### src/rtl/timer_sched_pkg.sv
// timer_sched_pkg: shared types and constants for the timer scheduler slice.
//   state_t   : scheduler FSM states (IDLE, RUN, DONE)
//   DEF_NREQ  : default number of requesters
//   DEF_WIDTH : default counter / terminal-count width
//   ow_width  : width of an owner index for n requesters (at least 1 bit)
package timer_sched_pkg;

   typedef enum logic [1:0] {
      IDLE = 2'd0,
      RUN  = 2'd1,
      DONE = 2'd2
   } state_t;

   localparam int unsigned DEF_NREQ  = 4;
   localparam int unsigned DEF_WIDTH = 8;

   function automatic int unsigned ow_width(input int unsigned n);
      return (n > 1) ? $clog2(n) : 1;
   endfunction

endpackage

### src/rtl/rr_arbiter.sv
// rr_arbiter: combinational round-robin pick.
// Ports:
//   req   in  NREQ  request bits
//   ptr   in  OW    highest-priority position; search runs upward with wrap
//   valid out 1     some request is pending
//   gnt   out NREQ  one-hot winner (0 when no request)
//   idx   out OW    winner index (0 when no request)
module rr_arbiter
   import timer_sched_pkg::*;
#(
   parameter  int unsigned NREQ = DEF_NREQ,
   localparam int unsigned OW   = ow_width(NREQ)
) (
   input  logic [NREQ-1:0] req,
   input  logic [OW-1:0]   ptr,
   output logic            valid,
   output logic [NREQ-1:0] gnt,
   output logic [OW-1:0]   idx
);

   int unsigned w_pos;

   always_comb begin
      valid = 1'b0;
      gnt   = '0;
      idx   = '0;
      w_pos = 0;
      for (int unsigned k = 0; k < NREQ; k++) begin
         w_pos = (32'(ptr) + k) % NREQ;
         if (!valid && req[w_pos]) begin
            valid = 1'b1;
            idx   = OW'(w_pos);
         end
      end
      if (valid) gnt[idx] = 1'b1;
   end

endmodule

### src/rtl/timer_sched.sv
// timer_sched: round-robin scheduler sharing one interval counter between
// NREQ requesters. The owner's terminal count is latched at grant; the
// counter runs 0..tc_l, then done pulses to the owner for one cycle.
// Ports:
//   clk   in  1           system clock (posedge)
//   rst   in  1           asynchronous active-high reset
//   req   in  NREQ        request level per requester
//   tc    in  NREQ*WIDTH  packed terminal counts, requester i at [i*WIDTH +: WIDTH]
//   abort in  1           cancel current run without done
//   grant out NREQ        one-hot owner, 0 when idle
//   owner out OW          index of current/last owner
//   busy  out 1           high in RUN and DONE
//   count out WIDTH       current counter value
//   done  out NREQ        one-cycle end-of-run pulse to the owner
module timer_sched
   import timer_sched_pkg::*;
#(
   parameter  int unsigned NREQ  = DEF_NREQ,
   parameter  int unsigned WIDTH = DEF_WIDTH,
   localparam int unsigned OW    = ow_width(NREQ)
) (
   input  logic                  clk,
   input  logic                  rst,
   input  logic [NREQ-1:0]       req,
   input  logic [NREQ*WIDTH-1:0] tc,
   input  logic                  abort,
   output logic [NREQ-1:0]       grant,
   output logic [OW-1:0]         owner,
   output logic                  busy,
   output logic [WIDTH-1:0]      count,
   output logic [NREQ-1:0]       done
);

   state_t            r_state, w_state_nx;
   logic [NREQ-1:0]   r_grant, w_grant_nx;
   logic [OW-1:0]     r_owner, w_owner_nx;
   logic [WIDTH-1:0]  r_count, w_count_nx;
   logic [NREQ-1:0]   r_done,  w_done_nx;
   logic [OW-1:0]     r_ptr,   w_ptr_nx;
   logic [WIDTH-1:0]  r_tc_l,  w_tc_nx;
   logic              r_busy;

   logic              w_valid;
   logic [NREQ-1:0]   w_gnt;
   logic [OW-1:0]     w_idx;

   rr_arbiter #(.NREQ(NREQ)) u_arb (
      .req   (req),
      .ptr   (r_ptr),
      .valid (w_valid),
      .gnt   (w_gnt),
      .idx   (w_idx)
   );

   always_ff @(posedge clk or posedge rst) begin
      if (rst) r_state <= IDLE;
      else     r_state <= w_state_nx;
   end

   always_comb begin
      w_state_nx = r_state;
      w_grant_nx = r_grant;
      w_owner_nx = r_owner;
      w_count_nx = r_count;
      w_done_nx  = '0;
      w_ptr_nx   = r_ptr;
      w_tc_nx    = r_tc_l;
      unique case (r_state)
         IDLE: begin
            w_grant_nx = '0;
            w_count_nx = '0;
            if (w_valid) begin
               w_state_nx = RUN;
               w_grant_nx = w_gnt;
               w_owner_nx = w_idx;
               w_tc_nx    = tc[32'(w_idx)*WIDTH +: WIDTH];
               w_ptr_nx   = (32'(w_idx) == NREQ-1) ? '0 : w_idx + OW'(1);
            end
         end
         RUN: begin
            // Cancellation outranks the terminal-count compare.
            if (abort || !req[r_owner]) begin
               w_state_nx = IDLE;
               w_grant_nx = '0;
               w_count_nx = '0;
            end else if (r_count == r_tc_l) begin
               w_state_nx = DONE;
               w_done_nx  = r_grant;
               w_count_nx = '0;
            end else begin
               w_count_nx = r_count + WIDTH'(1);
            end
         end
         DONE: begin
            w_state_nx = IDLE;
            w_grant_nx = '0;
            w_count_nx = '0;
         end
         default: begin
            w_state_nx = IDLE;
            w_grant_nx = '0;
            w_count_nx = '0;
         end
      endcase
   end

   always_ff @(posedge clk or posedge rst) begin
      if (rst) begin
         r_grant <= '0;
         r_owner <= '0;
         r_count <= '0;
         r_done  <= '0;
         r_ptr   <= '0;
         r_tc_l  <= '0;
         r_busy  <= 1'b0;
      end else begin
         r_grant <= w_grant_nx;
         r_owner <= w_owner_nx;
         r_count <= w_count_nx;
         r_done  <= w_done_nx;
         r_ptr   <= w_ptr_nx;
         r_tc_l  <= w_tc_nx;
         r_busy  <= (w_state_nx != IDLE);
      end
   end

   assign grant = r_grant;
   assign owner = r_owner;
   assign busy  = r_busy;
   assign count = r_count;
   assign done  = r_done;

endmodule

### config.mk
export PLATFORM = sky130hd
export DESIGN_NAME = timer_sched
export DESIGN_NICKNAME = d
export VERILOG_FILES = /design/src/rtl/timer_sched_pkg.sv /design/src/rtl/rr_arbiter.sv /design/src/rtl/timer_sched.sv
export SDC_FILE = /design/constraint.sdc
export NUM_CORES = 1
export LEC_CHECK = 0
export CAP_MARGIN = 10
export CELL_PAD_IN_SITES_DETAIL_PLACEMENT = 2
export CELL_PAD_IN_SITES_GLOBAL_PLACEMENT = 2
export CORE_MARGIN = 3
export CORE_UTILIZATION = 24
export DETAILED_ROUTE_END_ITERATION = 8
export PLACE_DENSITY_LB_ADDON = 0.08
export SETUP_SLACK_MARGIN = 0.5
export SLEW_MARGIN = 10
export SYNTH_ARGS = -nofsm -noshare
export SYNTH_HDL_FRONTEND = slang
export SYNTH_SLANG_ARGS = --single-unit
### constraint.sdc
create_clock -name clk -period 2.13 [get_ports clk]
set_input_delay 0.5325 -clock clk [delete_from_list [all_inputs] [get_ports clk]]
set_output_delay 0.5325 -clock clk [all_outputs]
set_load 0.05 [all_outputs]
==> results of run 1 <==
## metal layers
metal  GRT usage  share of wire
met1       0.199           0.46
met2       0.246           0.49
met3      0.0286          0.039
met4      0.0406          0.012
met5           0              0
## path summary, 6_finish.rpt
kind                                      start               endpoint  slack (ns)  cells after the start
max reg2reg                r_ptr[1]$_DFFE_PP0P_  r_tc_l[3]$_DFFE_PP0P_        0.18                      7
max                        r_ptr[1]$_DFFE_PP0P_  r_tc_l[3]$_DFFE_PP0P_        0.18                      7
min                        owner[1]$_DFFE_PP0P_   owner[1]$_DFFE_PP0P_        0.53                      1
min reg2reg                owner[1]$_DFFE_PP0P_   owner[1]$_DFFE_PP0P_        0.53                      1
max in group asynchronous                   rst   r_ptr[1]$_DFFE_PP0P_        1.17                      3
min in group asynchronous                   rst   grant[3]$_DFFE_PP0P_        0.64                      3
## stage by stage
| step | setup TNS [ns] | utilization | hold WS (ns) | total power, mW | setup slack (ns) |
|---|---|---|---|---|---|
| 2_1_floorplan | 0 | - | 0.481 | 1.93 | 0.0623 |
| 3_3_place_gp | -4.01 | 0.375 | 0.508 | 2.42 | -0.377 |
| 3_5_place_dp | -5.22 | 0.375 | 0.508 | 2.49 | -0.452 |
| 4_1_cts | 0 | 0.410 | 0.529 | 3.18 | 0.187 |
| 5_1_grt | 0 | 0.418 | 0.567 | 3.47 | 0.121 |
| 6_report | 0 | 0.418 | 0.526 | 3.24 | 0.184 |
## power groups by stage
| stage | Combinational (mW) | Clock (mW) | Sequential [mW] |
|---|---|---|---|
| after floorplan | 0.835 | 0 | 1.10 |
| after global placement | 1.49 | 0 | 0.928 |
| after detailed placement | 1.55 | 0 | 0.942 |
| after CTS | 1.72 | 0.533 | 0.931 |
| after global routing | 1.95 | 0.564 | 0.955 |
| final | 1.80 | 0.519 | 0.927 |
## sequential cells by signal (all words and copies together) (netlist names)
register and cells:
busy 1, count 8, done 4, grant 4, owner 2, r_ptr 2, r_state 2, r_tc_l 8
## cell families (layout without fill, tap and decap cells)
| group | Yosys count | in the layout | synth area share |
|---|---|---|---|
| AOI/OAI and AO/OA | 25 | 26 | 0.122 |
| xor gates and xnor gates | 14 | 14 | 0.0734 |
| adders and majority gates | 2 | 2 | 0.0150 |
| buffers and inverters | 13 | 94 | 0.0442 |
| DFF | 31 | 31 | 0.464 |
| muxes | 18 | 18 | 0.124 |
| and+or+nand+nor | 53 | 54 | 0.157 |
## cell usage in the layout, fill, tap and decap left out, types with 2 or more instances in the layout
cell type         n
nand3_1           2
o21ai_4           2
a211o_1           5
clkdlybuf4s15_2  11
inv_1             4
a21oi_1           4
buf_12            3
nand4_1           2
o21ai_0           2
nor3_2            2
buf_4            25
and3_1            4
mux2i_1           8
clkbuf_8          7
buf_6             2
mux2_4            3
xnor2_1          12
clkdlybuf4s50_1  34
nor3_1           14
buf_2             3
a221o_1           3
nor2_1           12
xor2_1            2
dfrtp_1          29
a22o_1            2
nand2_1           8
dfrtp_2           2
mux2i_2           5
## timing repair
item / in CTS / in global routing
pin swaps: 4 / 8
setup buffers: 3 / 2
endpoints found under the hold margin: 0 / 0
gates resized for setup: 54 / 15
setup endpoints to repair: 42 / 27
gates cloned: 2 / 1
## area by class of cell
type / instances / share of cell area
clock buffer: 8 / 0.0367
multi-input combinational: 114 / 0.347
tap: 77 / 0.0353
timing repair buffer: 80 / 0.287
inverter: 6 / 0.00917
sequential: 31 / 0.285
==> metrics, run 1 <==
Int Power=roughly 1.9 mW; Final HPWL DP=4.14 mm; CTS tree=built; dpl cells=300; CP max stage cell=dfrtp_2; CTS clk-pin slew, worst paths=0.07 ns; Worst-Margin Slew=0.430 ns; sequential share of power=0.286; GRT overflow=0; Final Hold Fails=0; switching portion of total power=0.406; drt wl/cell=17.8 um; Leakage=between 1 and 1.5 nW; RSZ-0062 raised after global routing=yes; Fillers=691; power share of the clock group=0.160; Synth area leader=dfrtp_1; number of antenna violations at the first check in global routing=0; CTS Root Cell=clkbuf_8; Die Wd=89.4 um; area post-placement=2450 um2; cts bufs inserted=5; Max Slew Vio Count=0; FF+latch area=778 um2; list of most frequent post-synthesis cells=dfrtp_1, nor3_1, mux2i_1; top_reg_cell synth=dfrtp_1; total clock sinks=31; register bit total from synthesis=31; Post-synth EDFFs=0; worst endpoint data arrival time=between 2 and 2.5 ns; clk_skew=roughly 0.0047 ns; Period minus WS final=1.95 ns; Comb power frac=0.554; cts hold-fix bufs=0; n_diodes=0; crit-path cells=or3b_4, o221ai_4, buf_12, buf_16, mux2i_2, nor3_1, a221o_1; top-area cell type share of the netlist area=0.464; Placement Rows=29; Net Sw Power=1.32 mW; count of final setup violators=0; DIE AREA=8000 um2; 1st-pass router iterations=4; Max stage delay on crit path=~0.45 ns; CP bufs+invs=2; Cell variety after synth=39; post-synth net total=slightly below 200; largest net degree at the start of global routing=32; dominant cells by area after synthesis=dfrtp_1, mux2i_1, xnor2_1, nor3_1, nor2_1; Core ar.=6530 um2; clk buf depth=2; share of post-route cells with drive strength above 1=0.343; cell area after layout=~2700 um2; Worst path top cell family by delay=simple AND/OR/NAND/NOR gates; gpl congestion=around 0.7; post-synthesis cell area=between 1500 and 2000 um2; final period utilization=0.914; first-pass GRT wire length=9.07 mm; Startpoint Class=flop; sequential share of the synthesized area=0.464; max-cap viol count=0; I/O pins=slightly below 60; Vias per Instance=4.90; Antenna Nets Post-Route=0; clock latency on the worst-skew pair=0.28 ns; Power per Cell Area=1190 nW/um2; initial core utilization=0.256; multi-input logic area=approximately 950 um2; port bufs=57; Worst Path Required=approximately 2.3 ns; Iteration-0 DRC Markers=30; P&R area growth vs syn=63.4%; Avg Cell Area, Syn=10.7 um2; H-tree depth=2; fmax=514 MHz; WL final=5.62 mm; worst hold path class=flop to flop; status=completed; asr flop ratio synth=1.00; layout net count=279; Die Y=89.4 um; Setup CP Type=flop to flop; drt drc=0; vias in the first global route=1742; CP Capture Type=flop; Synth Warn #=0; Mapped Cells=around 160; most common cell in the netlist=dfrtp_1; vias=1547; CP Max Fanout=7; Global Route Usage Sum=0.149; max_slew headroom=0.711; Post-Layout Cell Count=roughly 320; VDD IR max=0.406 mV
Power figures use the tool's default switching activity.
==> run 2: changes to the inputs <==
Settings changed: CORE_MARGIN 3 to 5.
==> metrics, run 2 (synthesis gave the netlist of run 1 again) <==
worst slack at placement=-0.454 ns (-0.00187 ns); Max Slew Vio Count=0 (unchanged); total clock sinks=31 (unchanged); Final Hold Fails=0 (unchanged); drt drc=0 (unchanged); Net Sw Power=1.30 mW (-1.6%); share of post-route cells with drive strength above 1=0.325 (-0.0182); Comb power frac=0.563 (+0.009); CP Capture Type=flop; largest net degree at the start of global routing=32 (unchanged); cell area after layout=2720 um2 (-0.32%); CTS tree=built; setup TNS=0 ns (unchanged); Global Route Usage Sum=0.137 (-0.0118); number of antenna violations at the first check in global routing=0 (unchanged); dpl cells=317 (+5.7%); sequential share of power=0.293 (+0.007); Power per Cell Area=1160 nW/um2 (-2.4%); Post-Layout Cell Count=333 (+5.4%); Reg2Reg Depth=6 (-1); port bufs=57 (unchanged); cts hold-fix bufs=0 (unchanged); H-tree depth=2 (unchanged); drt wl/cell=17.0 um (-4.4%); Iteration-0 DRC Markers=20 (-33%); P&R area growth vs syn=62.8%; Worst-Margin Slew=0.448 ns (+0.0174 ns); clock latency on the worst-skew pair=0.28 ns (about the same); initial core utilization=0.246 (-0.00989); I/O pins=58 (unchanged); commonest non-fill, non-tap cells in the layout=clkdlybuf4s50_1, dfrtp_1, buf_4, nor3_1; Worst Setup Slack, final=0.181 ns (-0.00340 ns); layout net count=277 (-0.72%); commonest non-fill, non-tap cell in the layout=clkdlybuf4s50_1; Final HPWL DP=4.30 mm (+3.9%); max_slew headroom=0.699 (-0.0117); hold path startpoint=owner[1]$_DFFE_PP0P_; Placement Rows=30 (+3.4%); first-pass GRT wire length=9.31 mm (+2.7%); CTS Root Cell=clkbuf_8; clk_skew=0.00818 ns (+0.00349 ns); WL final=5.67 mm (+0.76%); Antenna Nets Post-Route=0 (unchanged); switching portion of total power=0.411 (+0.00465); Int Power=1.86 mW (-3.5%); Startpoint Class=flop; gpl congestion=0.753 (+4.4%); Period minus WS final=1.95 ns (+0.00340 ns); GRT overflow=0 (unchanged); RSZ-0062 raised after global routing=yes; final period utilization=0.915 (+0.00160); n_diodes=0 (unchanged); vias=1545 (-0.13%); area post-placement=2460 um2 (+0.36%); CP Max Fanout=7 (unchanged); Die Y=93.4 um (+4.5%); DIE AREA=8730 um2 (+9.1%); Leakage=1.20 nW (about the same); Post-Route Utilization=0.400 (-0.0174); 1st-pass router iterations=4 (unchanged); Core ar.=6790 um2 (+4.0%); Vias per Instance=4.64 (-5.2%); worst r2r dst=r_ptr[0]$_DFFE_PP0P_; CTS clk-pin slew, worst paths=0.06 ns (about the same); Worst Hold End=owner[1]$_DFFE_PP0P_; worst endpoint data arrival time=2.15 ns (+0.04 ns); power share of the clock group=0.144 (-0.016); reg-to-reg critical path startpoint=r_ptr[1]$_DFFE_PP0P_; Die Wd=93.4 um (+4.5%); Setup CP Type=flop to flop; fmax=513 MHz (-0.17%); clk buf depth=2 (unchanged); max-cap viol count=0 (unchanged); status=completed; worst hold path class=flop to flop; Worst Path Required=2.33 ns (+0.04 ns); count of final setup violators=0 (unchanged); vias in the first global route=1797 (+3.2%); cts bufs inserted=5 (unchanged); VDD IR max=0.310 mV (-24%); Reg2Reg Setup Slack=0.18 ns (about the same); Worst Hold Depth=1 (unchanged)
-- run 2: cell count changes in the layout (fill, tap and decap cells not counted), moves of 2 or more --
cell	previous run	this run
clkbuf_8	7	5
mux2i_1	8	10
clkdlybuf4s15_2	11	9
buf_2	3	5
mux2i_2	5	2
-- run 2: layer usage --
layer | GRT usage | up-vias | routed length (um)
met5 | 0 | - | 0
met4 | 0.0366 | 0 | 68
met3 | 0.0386 | 6 | 305
met2 | 0.229 | 44 | 2770
met1 | 0.173 | 771 | 2520
li1 | - | 724 | -
-- run 2: worst max-delay path, cell delays in order (launching register included) --
cell      delay [ns]
dfrtp_2         0.46
or3b_4          0.41
o221ai_4        0.13
inv_4           0.07
ha_4            0.16
or4_1           0.46
o22ai_1         0.17
-- run 2: worst max path at each step --
stage	depth (start not counted)	to	from	slack (ns)
2_1_floorplan	7	r_ptr[0]$_DFFE_PP0P_	req[1]	0.06
4_1_cts	6	r_ptr[0]$_DFFE_PP0P_	r_ptr[1]$_DFFE_PP0P_	0.18
6_report	6	r_ptr[0]$_DFFE_PP0P_	r_ptr[1]$_DFFE_PP0P_	0.18
5_1_grt	6	r_ptr[0]$_DFFE_PP0P_	r_ptr[1]$_DFFE_PP0P_	0.13
3_5_place_dp	6	r_tc_l[4]$_DFFE_PP0P_	req[1]	-0.45
3_3_place_gp	6	r_tc_l[4]$_DFFE_PP0P_	req[2]	-0.37
-- run 2: through the flow --
stage,power [mW],hold slack [ns]
final,3.15,0.520
after detailed placement,2.49,0.516
after global placement,2.43,0.496
after global routing,3.38,0.555
after floorplan,1.93,0.481
after CTS,3.15,0.532
-- run 2: area by class of cell --
type,count,area [um2]
Clock inverter,1,5.00
Fill cell,724,4070
Sequential cell,31,778
Inverter,6,25.0
Timing Repair Buffer,79,762
Tap cell,96,120
Multi-Input combinational cell,113,953
Clock buffer,7,76.3
-- run 2: power groups by stage --
stage	registers [mW]	clock network (mW)	logic [mW]
after global routing	0.954	0.507	1.92
after CTS	0.935	0.472	1.74
final	0.925	0.453	1.78
after floorplan	1.10	0	0.835
after global placement	0.928	0	1.50
after detailed placement	0.941	0	1.55
-- run 2: what timing repair did --
item,in CTS,in global routing
pin swaps,3,3
setup endpoints to repair,42,24
setup buffers,5,1
gates resized for setup,61,13
cloned,2,0
